$ cat src/rtl/serial_link_pkg.sv
// Shared types and helpers for the serial_link transceiver.
package serial_link_pkg;

  typedef enum logic [2:0] {
    TX_IDLE,
    TX_START,
    TX_DATA,
    TX_PARITY,
    TX_STOP
  } tx_state_t;

  typedef enum logic [2:0] {
    RX_IDLE,
    RX_START,
    RX_DATA,
    RX_PARITY,
    RX_STOP,
    RX_BREAK
  } rx_state_t;

  localparam bit PARITY_MODE_EVEN = 1'b0;
  localparam bit PARITY_MODE_ODD  = 1'b1;

  // Parity over a zero-extended payload; zero padding does not change the XOR.
  function automatic logic calcParity(input logic [15:0] data, input bit oddMode);
    return (^data) ^ oddMode;
  endfunction

endpackage

$ cat src/rtl/serial_link_baud_tick_gen.sv
// Oversample prescaler: one-cycle tick every DIV clocks, restartable by clear.
module baud_tick_gen
  import serial_link_pkg::*;
#(
  parameter int unsigned DIV = 27
) (
  input  logic clk,
  input  logic reset,
  input  logic clear,
  output logic tick
);

  localparam int unsigned CNT_W = (DIV > 1) ? $clog2(DIV) : 1;
  localparam logic [CNT_W-1:0] CNT_LAST = CNT_W'(DIV - 1);

  logic [CNT_W-1:0] cnt;

  // Free-running 0..DIV-1 counter, restarted from zero on clear.
  always_ff @(posedge clk or posedge reset) begin
    if (reset) begin
      cnt <= '0;
    end else if (clear || (cnt == CNT_LAST)) begin
      cnt <= '0;
    end else begin
      cnt <= cnt + CNT_W'(1);
    end
  end

  // A clear in the same cycle suppresses the tick so the new period starts clean.
  assign tick = (cnt == CNT_LAST) && !clear;

endmodule

$ cat src/rtl/serial_link.sv
// Full-duplex asynchronous serial transceiver: valid/ready transmitter and
// oversampling mid-bit receiver sharing one clock.
//
// TX state  | meaning
// TX_IDLE   | line high, tx_ready high, waiting for tx_valid
// TX_START  | driving the start bit (0)
// TX_DATA   | driving data bits, LSB first
// TX_PARITY | driving the parity bit
// TX_STOP   | driving STOP_BITS stop bits (1)
//
// RX state  | meaning
// RX_IDLE   | waiting for a synchronised 0
// RX_START  | half-bit wait, then glitch check of the start bit
// RX_DATA   | sampling data bits at mid-bit
// RX_PARITY | sampling the parity bit
// RX_STOP   | sampling the first stop bit, then publishing the word
// RX_BREAK  | stop bit was low; waiting for the line to return high
module serial_link
  import serial_link_pkg::*;
#(
  parameter int unsigned DATA_W     = 8,
  parameter int unsigned CLK_DIV    = 27,
  parameter int unsigned OVERSAMPLE = 16,
  parameter bit          PARITY_EN  = 1'b1,
  parameter bit          PARITY_ODD = PARITY_MODE_EVEN,
  parameter int unsigned STOP_BITS  = 1
) (
  input  logic              clk,
  input  logic              reset,
  input  logic [DATA_W-1:0] tx_data,
  input  logic              tx_valid,
  output logic              tx_ready,
  output logic              serial_out,
  input  logic              serial_in,
  output logic [DATA_W-1:0] rx_data,
  output logic              rx_valid,
  output logic              rx_parity_err,
  output logic              rx_frame_err
);

  localparam int unsigned TICK_W = $clog2(OVERSAMPLE);
  localparam logic [TICK_W-1:0] TICK_LAST = TICK_W'(OVERSAMPLE - 1);
  localparam logic [TICK_W-1:0] TICK_HALF = TICK_W'(OVERSAMPLE / 2 - 1);
  localparam logic [4:0] DATA_LAST = 5'(DATA_W - 1);
  localparam logic [4:0] STOP_LAST = 5'(STOP_BITS - 1);

  // ---------------- transmitter ----------------
  tx_state_t         txState, txNext;
  logic [DATA_W-1:0] txShift, txShifted;
  logic              txParity;
  logic [4:0]        txBitCnt;
  logic [TICK_W-1:0] txTickCnt;
  logic              txTick, txBitDone;
  logic              txLoad, txShiftEn, txBitClr, txBitInc, txLineNext;

  baud_tick_gen #(.DIV(CLK_DIV)) txBaud (
    .clk  (clk),
    .reset(reset),
    .clear(txLoad),
    .tick (txTick)
  );

  assign txBitDone = txTick && (txTickCnt == TICK_LAST);
  assign txShifted = txShift >> 1;
  assign tx_ready  = (txState == TX_IDLE);

  // TX next state and next line level; the line is registered to stay glitch-free.
  always_comb begin
    txNext     = txState;
    txLineNext = serial_out;
    txLoad     = 1'b0;
    txShiftEn  = 1'b0;
    txBitClr   = 1'b0;
    txBitInc   = 1'b0;
    case (txState)
      TX_IDLE: begin
        txLineNext = 1'b1;
        if (tx_valid) begin
          txNext     = TX_START;
          txLineNext = 1'b0;
          txLoad     = 1'b1;
        end
      end
      TX_START: begin
        if (txBitDone) begin
          txNext     = TX_DATA;
          txLineNext = txShift[0];
          txBitClr   = 1'b1;
        end
      end
      TX_DATA: begin
        if (txBitDone) begin
          if (txBitCnt == DATA_LAST) begin
            txBitClr = 1'b1;
            if (PARITY_EN) begin
              txNext     = TX_PARITY;
              txLineNext = txParity;
            end else begin
              txNext     = TX_STOP;
              txLineNext = 1'b1;
            end
          end else begin
            txShiftEn  = 1'b1;
            txBitInc   = 1'b1;
            txLineNext = txShifted[0];
          end
        end
      end
      TX_PARITY: begin
        if (txBitDone) begin
          txNext     = TX_STOP;
          txLineNext = 1'b1;
          txBitClr   = 1'b1;
        end
      end
      TX_STOP: begin
        txLineNext = 1'b1;
        if (txBitDone) begin
          if (txBitCnt == STOP_LAST) begin
            txNext = TX_IDLE;
          end else begin
            txBitInc = 1'b1;
          end
        end
      end
      default: begin
        txNext     = TX_IDLE;
        txLineNext = 1'b1;
      end
    endcase
  end

  // TX state, line register, payload shifter and bit/tick counters.
  always_ff @(posedge clk or posedge reset) begin
    if (reset) begin
      txState    <= TX_IDLE;
      serial_out <= 1'b1;
      txShift    <= '0;
      txParity   <= 1'b0;
      txBitCnt   <= '0;
      txTickCnt  <= '0;
    end else begin
      txState    <= txNext;
      serial_out <= txLineNext;
      if (txLoad) begin
        txShift  <= tx_data;
        txParity <= calcParity(16'(tx_data), PARITY_ODD);
      end else if (txShiftEn) begin
        txShift <= txShifted;
      end
      if (txLoad || txBitClr) begin
        txBitCnt <= '0;
      end else if (txBitInc) begin
        txBitCnt <= txBitCnt + 5'd1;
      end
      if (txLoad) begin
        txTickCnt <= '0;
      end else if (txTick) begin
        txTickCnt <= (txTickCnt == TICK_LAST) ? '0 : txTickCnt + TICK_W'(1);
      end
    end
  end

  // ---------------- receiver ----------------
  rx_state_t         rxState, rxNext;
  logic              rxMeta, rxSync;
  logic [DATA_W-1:0] rxShift, rxShifted;
  logic              rxParBit;
  logic [4:0]        rxBitCnt;
  logic [TICK_W-1:0] rxTickCnt;
  logic              rxTick, rxBitDone, rxHalfDone;
  logic              rxClear, rxRestart, rxSample, rxCapParity, rxFinish;
  logic              rxBitClr, rxBitInc;

  baud_tick_gen #(.DIV(CLK_DIV)) rxBaud (
    .clk  (clk),
    .reset(reset),
    .clear(rxClear),
    .tick (rxTick)
  );

  assign rxBitDone  = rxTick && (rxTickCnt == TICK_LAST);
  assign rxHalfDone = rxTick && (rxTickCnt == TICK_HALF);

  // New sample enters at the MSB so the first (LSB) bit ends up in bit 0.
  always_comb begin
    rxShifted = rxShift >> 1;
    rxShifted[DATA_W-1] = rxSync;
  end

  // RX next state; the tick counter is re-phased at mid start bit.
  always_comb begin
    rxNext      = rxState;
    rxClear     = 1'b0;
    rxRestart   = 1'b0;
    rxSample    = 1'b0;
    rxCapParity = 1'b0;
    rxFinish    = 1'b0;
    rxBitClr    = 1'b0;
    rxBitInc    = 1'b0;
    case (rxState)
      RX_IDLE: begin
        if (!rxSync) begin
          rxNext  = RX_START;
          rxClear = 1'b1;
        end
      end
      RX_START: begin
        if (rxHalfDone) begin
          if (rxSync) begin
            rxNext = RX_IDLE;
          end else begin
            rxNext    = RX_DATA;
            rxRestart = 1'b1;
            rxBitClr  = 1'b1;
          end
        end
      end
      RX_DATA: begin
        if (rxBitDone) begin
          rxSample = 1'b1;
          if (rxBitCnt == DATA_LAST) begin
            rxNext = PARITY_EN ? RX_PARITY : RX_STOP;
          end else begin
            rxBitInc = 1'b1;
          end
        end
      end
      RX_PARITY: begin
        if (rxBitDone) begin
          rxCapParity = 1'b1;
          rxNext      = RX_STOP;
        end
      end
      RX_STOP: begin
        if (rxBitDone) begin
          rxFinish = 1'b1;
          rxNext   = rxSync ? RX_IDLE : RX_BREAK;
        end
      end
      RX_BREAK: begin
        if (rxSync) begin
          rxNext = RX_IDLE;
        end
      end
      default: rxNext = RX_IDLE;
    endcase
  end

  // Synchroniser, RX state, sample capture and published outputs.
  always_ff @(posedge clk or posedge reset) begin
    if (reset) begin
      rxMeta        <= 1'b1;
      rxSync        <= 1'b1;
      rxState       <= RX_IDLE;
      rxShift       <= '0;
      rxParBit      <= 1'b0;
      rxBitCnt      <= '0;
      rxTickCnt     <= '0;
      rx_data       <= '0;
      rx_valid      <= 1'b0;
      rx_parity_err <= 1'b0;
      rx_frame_err  <= 1'b0;
    end else begin
      rxMeta   <= serial_in;
      rxSync   <= rxMeta;
      rxState  <= rxNext;
      rx_valid <= rxFinish;
      if (rxSample) begin
        rxShift <= rxShifted;
      end
      if (rxCapParity) begin
        rxParBit <= rxSync;
      end
      if (rxBitClr) begin
        rxBitCnt <= '0;
      end else if (rxBitInc) begin
        rxBitCnt <= rxBitCnt + 5'd1;
      end
      if (rxClear || rxRestart) begin
        rxTickCnt <= '0;
      end else if (rxTick) begin
        rxTickCnt <= (rxTickCnt == TICK_LAST) ? '0 : rxTickCnt + TICK_W'(1);
      end
      if (rxFinish) begin
        rx_data       <= rxShift;
        rx_parity_err <= PARITY_EN && (calcParity(16'(rxShift), PARITY_ODD) != rxParBit);
        rx_frame_err  <= !rxSync;
      end
    end
  end

endmodule
$ cat config.mk
export PLATFORM = sky130hd
export DESIGN_NAME = serial_link
export DESIGN_NICKNAME = d
export VERILOG_FILES = /design/src/rtl/serial_link_pkg.sv /design/src/rtl/serial_link_baud_tick_gen.sv /design/src/rtl/serial_link.sv
export SDC_FILE = /design/constraint.sdc
export NUM_CORES = 1
export LEC_CHECK = 0
export ABC_CLOCK_PERIOD_IN_PS = 3970
export CELL_PAD_IN_SITES_DETAIL_PLACEMENT = 0
export CELL_PAD_IN_SITES_GLOBAL_PLACEMENT = 2
export CORE_ASPECT_RATIO = 0.9
export CORE_MARGIN = 10
export CORE_UTILIZATION = 40
export CTS_CLUSTER_SIZE = 14
export DETAILED_ROUTE_END_ITERATION = 10
export PLACE_DENSITY = 0.79
export SKIP_LAST_GASP = 1
export SLEW_MARGIN = 5
export SYNTH_ARGS = -nofsm -noshare
export SYNTH_HDL_FRONTEND = slang
export SYNTH_SLANG_ARGS = --single-unit
export TNS_END_PERCENT = 50
$ cat constraint.sdc
create_clock -name clk -period 3.97 [get_ports clk]
set_input_delay 0.5955 -clock clk [delete_from_list [all_inputs] [get_ports clk]]
set_output_delay 0.5955 -clock clk [all_outputs]
set_load 0.01 [all_outputs]
After elaboration in Yosys (flattened, before gate mapping):

Index checks and enable logic that the tools add are counted.

* register bits after elaboration: 66
* input bits: 12
* output and inout port bits: 13
* logic and storage cells: 143

* $add $sub $neg: 6
* equality and inequality tests: 31
* multiplexer cells: 61
* reductions and logical operators: 26

Operator list (number)
* two-way mux 3 bit: 15
* parity 16 bit: 2
* two-way mux 5 bit: 6
* inequality test 2 bit (second input constant): 14
* two-way mux 1 bit: 26
* two-way mux 4 bit: 6
* adder 5 x 1 -> 5 bit (second input constant): 4
* case mux 3 bit (6 select lines): 1
* two-way mux 8 bit: 2
* case mux 3 bit (5 select lines): 1
* AND reduction 7 bit: 2
* equality test 3 x 2 -> 1 bit (second input constant): 4
* equality test 5 x 3 -> 1 bit (second input constant): 2
* equality test 5 bit (second input constant): 2
* nonzero test 2 bit: 5
* equality test 3 bit (second input constant): 3
* adder 4 x 1 -> 4 bit (second input constant): 2
* equality test 4 bit (second input constant): 2
* equality test 3 x 1 -> 1 bit (second input constant): 2
* logical NOT 3 bit: 2
* logical AND 1 bit: 5
* logical NOT 5 bit: 1
* equality test 4 x 3 -> 1 bit (second input constant): 1
* logical OR 1 bit: 4
* other kinds (7): 10

Depth between registers and ports, before layout:

* depth after elaboration: 9
* gate-level depth with buffers: 8
* gate-level depth less buffers: 7

By module:

Synthesis repeated with hierarchy kept, for this count alone.

* cell total of the unflattened synthesis: 308
* area total of the unflattened synthesis: 3440.8 µm²

Modules (own cells, without submodules)
* serial_link: instances 1, cells each 260, area each 2882.8 µm², sequential area each 1405.1 µm²
* baud_tick_gen: instances 2, cells each 24, area each 279.0 µm², sequential area each 125.1 µm²

Least setup slack after synthesis:

Ideal clock, no wire load.

* path kind: register to register
* from: register rxBitCnt[0]
* to: register rxState[0]
* setup time: 0.125 ns
* arrival time: 1.779 ns
* data required time: 3.845 ns
* slack: 2.066 ns
* cell stages (with the launch flop): 7
* buffers on the path: 0
* period minus slack after synthesis: 1.904 ns
* path through: dfrtp_1 -> ha_1 -> and4bb_2 -> a2111oi_0 -> nor2_1 -> o311ai_1 -> mux2_2

* word-level cells in the longest chain between the ends: 3

Ends and longest elaborated chain
* start: declaration: line serial_link.sv:169 `logic [4:0] rxBitCnt;`
* start signal: assignment: line serial_link.sv:278 `rxBitCnt <= rxBitCnt + 5'd1;`
* equality test 5 x 3 -> 1 bit: line serial_link.sv:222 `if (rxBitCnt == DATA_LAST) begin`
* inequality test 2 bit (no line)
* AND reduction 7 bit (no line)
* end signal: assignment: line serial_link.sv:267 `rxState <= rxNext;`
* end: declaration: line serial_link.sv:165 `rx_state_t rxState, rxNext;`

No other way between the ends.
A chain may end at the register's enable or synchronous reset.

Final worst setup path:

* from: register rxBaud.cnt[0]
* to: register rxBitCnt[3]

* word-level cells in the longest chain between the ends: 6
* elaborated cells between the ends (all ways): 10
* those cells by class: eq/ne (1); mux (5); reduce/logical (4)

Ends and longest elaborated chain
* start: declaration: line serial_link_baud_tick_gen.sv:16 `logic [CNT_W-1:0] cnt;`
* start signal: assignment: line serial_link_baud_tick_gen.sv:25 `cnt <= cnt + CNT_W'(1);`
* equality test 5 bit (*): line serial_link_baud_tick_gen.sv:30 `assign tick = (cnt == CNT_LAST) && !clear;`
* logical AND 1 bit (*): line serial_link_baud_tick_gen.sv:30
* logical AND 1 bit, on equally long branches: line serial_link.sv:183, serial_link.sv:182
* two-way mux 1 bit, on equally long branches: line serial_link.sv:209, serial_link.sv:220
* two-way mux 1 bit: line serial_link.sv:201 `case (rxState)`
* two-way mux 5 bit or nonzero test 2 bit (tied branches)

Mark *: on every way between the ends. The rest lies on a longest branch, timed or not.

==> run summary <==
status -> finished clean
DRT Pass-1 Iters -> 4
Worst Hold Class -> flip-flop to flip-flop
WP data arrival -> 2.69 ns
most instantiated cells after synthesis -> dfrtp_1, nand2_1, nor2_1
vias post-DR -> 2223
Int Pwr -> 0.00116 W
synth unique cells -> 48
Hold Path Stages -> 0
post-CTS sizing -> 0
detailed placement HPWL -> 4230 um
RSZ-0062 raised after global routing -> no
CTS max path bufs -> 2
crit path launch type -> flip-flop
H-tree depth -> 3
Die X -> 115 um
pwr dens -> 421 nW/um^2
antenna violations before repair -> 0
WS Path Type -> flip-flop to flip-flop
Worst Path Required -> 4.24 ns
R2R Setup Slk -> 1.55 ns
cells along the critical path -> inv_1, ha_1, and4b_1, nand4_1, or4_1, a21oi_1
worst hold path endpoint -> rxSync
number of post-CTS setup repair buffers -> 0
final WL -> 5870 um
Synth Cell Area -> 3260 sq um
Yosys top cell area share -> 48.4%
Post-Synthesis Net Count -> 330
Core Region -> 7990 sq um
clk_lat worst skew -> 0.34 ns
TritonCTS clock tree -> built
R2R depth -> 6
post-layout instance area -> 3810 sq um
antenna-violating nets left -> 0
leading cell type by number of instances after synthesis -> dfrtp_1
CTS Hold Bufs -> 0
switching power -> 0.000440 W
#FFs+latches synth -> 66
setup TNS -> 0 ns
fin crit share -> 61.0%
ys async rst share -> 100%
CP max-delay cell -> or4_1
gp weighted congestion -> 0.717
Sequential Power Share -> 50.1%
initial core utilization -> 40.8%
fin. max-slew vios -> 0
sw frac -> 27.5%
Clock Root Buffer -> clkbuf_8
FMAX -> 413 MHz
CTS buffer count -> 9
Max Cap Viol -> 0
Reg2Reg Capture Point -> rxBitCnt[3]
PortBufs -> 24
skew final -> 0.0105 ns
Gate power share -> 14.4%
Avg Inst Size Synth -> 10.5 sq um
sequential area share after synthesis -> 50.8%
Slew @ Worst Pin -> 0.677 ns
yosys warns -> 0
Post-synth EDFFs -> 0
clock network fraction of design power -> 35.5%
DRT iter0 DRCs -> 102
RR Startpoint -> rxBaud.cnt[0]
Clock Sinks -> 66
Hold Violations, Final -> 0
Die H -> 106 um
synth-to-layout area growth -> 17.0%
detailed-route DRC error count -> 0
Synth Flop Type -> dfrtp_1
Max rail drop VDD -> 0.000246 V
setup violators final -> 0
worst-path maximum fanout -> 15
worst slew margin relative to its limit -> 54.4%
Tot GR Track Use -> 10.2%
vias per cell -> 5.02
placed inst area -> 3610 sq um
Top-Level Pins -> 25
Routed wire per std cell -> 13.3 um
gr ovfl total -> 0
Hold Crit Start -> rxMeta
leakage power -> 1.68 nW
largest net degree at the start of global routing -> 33
dominant cell type by area after synthesis -> dfrtp_1
Diodes inserted -> 0
# rows -> 31
Final Net Count -> 360
layout cell share with drive strength beyond 1 -> 14.8%
CP endpoint kind -> flip-flop
Die Area -> 12200 sq um
Worst-path clk slew -> 0.07 ns
top cells by area, synth -> dfrtp_1, mux2_2, xnor2_1
Tmin final -> 2.42 ns
global-route wire length before repair -> 10200 um
Slowest Stage Delay on Critical Path -> 0.68 ns
post-synthesis cell count -> 309
number of global-route vias before repair -> 2160
metal layers:
metal	vias to the layer above	GRT usage [%]	part of all wire, %
met5	-	0	0
met4	0	2.92	0.94
met3	7	3.57	4.3
li1	1141	-	-
met2	28	14.7	43
met1	1047	13.9	52
per-stage QoR:
stage | hold slack (ns) | std cells | worst slack (ns) | util [%] | total power, W
CTS | 0.361 | 443 | 1.56 | 47.7 | 0.00164
global placement | 0.349 | 427 | 1.59 | 45.1 | 0.00105
global route | 0.366 | 443 | 1.39 | 47.7 | 0.00170
detailed placement | 0.350 | 427 | 1.57 | 45.1 | 0.00105
floorplan | 0.345 | 309 | 1.72 | - | 0.000974
finish | 0.359 | 443 | 1.55 | 47.7 | 0.00160
cell type report:
cell class / count / area, sq um
Fill cell: 770 / 4180
Timing Repair Buffer: 26 / 255
Clock buffer: 10 / 138
Multi-Input combinational cell: 228 / 1540
Clock inverter: 6 / 65.1
Inverter: 8 / 30.0
Sequential cell: 66 / 1660
Tap cell: 99 / 124
flip-flops by register name (all words and copies together) (netlist names), 3 cells and up:
signal and count:
rxState 3, txTickCnt 4, rxBaud.cnt 5, rxBitCnt 5, txState 3, rxShift 8, rxTickCnt 4, rx_data 8
txBaud.cnt 5, txBitCnt 5, txShift 8
cell families after synthesis:
kind of cell               synth area share, %
adders and majority gates                 3.46
DFF                                       50.8
muxes                                     9.41
xor gates and xnor gates                  8.07
AOI/OAI and AO/OA                         8.26
and+or+nand+nor                           18.2
buffers and inverters                     1.81
cells in the final DEF (no fill, tap or decap), types with 3 or more instances in the layout:
master            n
xor2_1           12
clkbuf_8         10
o21ai_0          12
nand2b_1          3
dfrtp_1          63
clkdlybuf4s50_1  24
inv_1             7
ha_1              9
dfstp_2           3
nor3_1            4
nand2_1          36
a21oi_1          15
mux2i_1           7
nor2_1           32
xnor2_1          18
mux2_2           21
nor2b_1           3
nand3_1          14
or3_1             4
o21ai_1           7
power by group through the flow:
stage          clock (W)  combinational, W  sequential [W]
2_1_floorplan          0          0.000179        0.000795
3_3_place_gp           0          0.000235        0.000815
3_5_place_dp           0          0.000237        0.000817
4_1_cts         0.000600          0.000238        0.000804
5_1_grt         0.000622          0.000266        0.000815
6_report        0.000570          0.000231        0.000803
critical path: cells and delay by family, from the launching register on:
family                   cells  cell delay, ns
AND/OR/NAND/NOR              3            1.58
flip-flops                   1            0.41
adder cells (fa/ha/maj)      1            0.15
AO/OA/AOI/OAI                1            0.14
buffers and inverters        1            0.07
worst max path at each step:
stage             startpoint            end  cells after the start
3_5_place_dp        tx_valid    txBitCnt[0]                      6
3_3_place_gp   rxBaud.cnt[0]    rxBitCnt[3]                      6
5_1_grt        rxBaud.cnt[0]    rxBitCnt[3]                      6
6_report       rxBaud.cnt[0]    rxBitCnt[3]                      6
2_1_floorplan          reset  rxBaud.cnt[0]                      1
4_1_cts        rxBaud.cnt[0]    rxBitCnt[3]                      6
No activity file was read; power rests on OpenSTA's default activity.
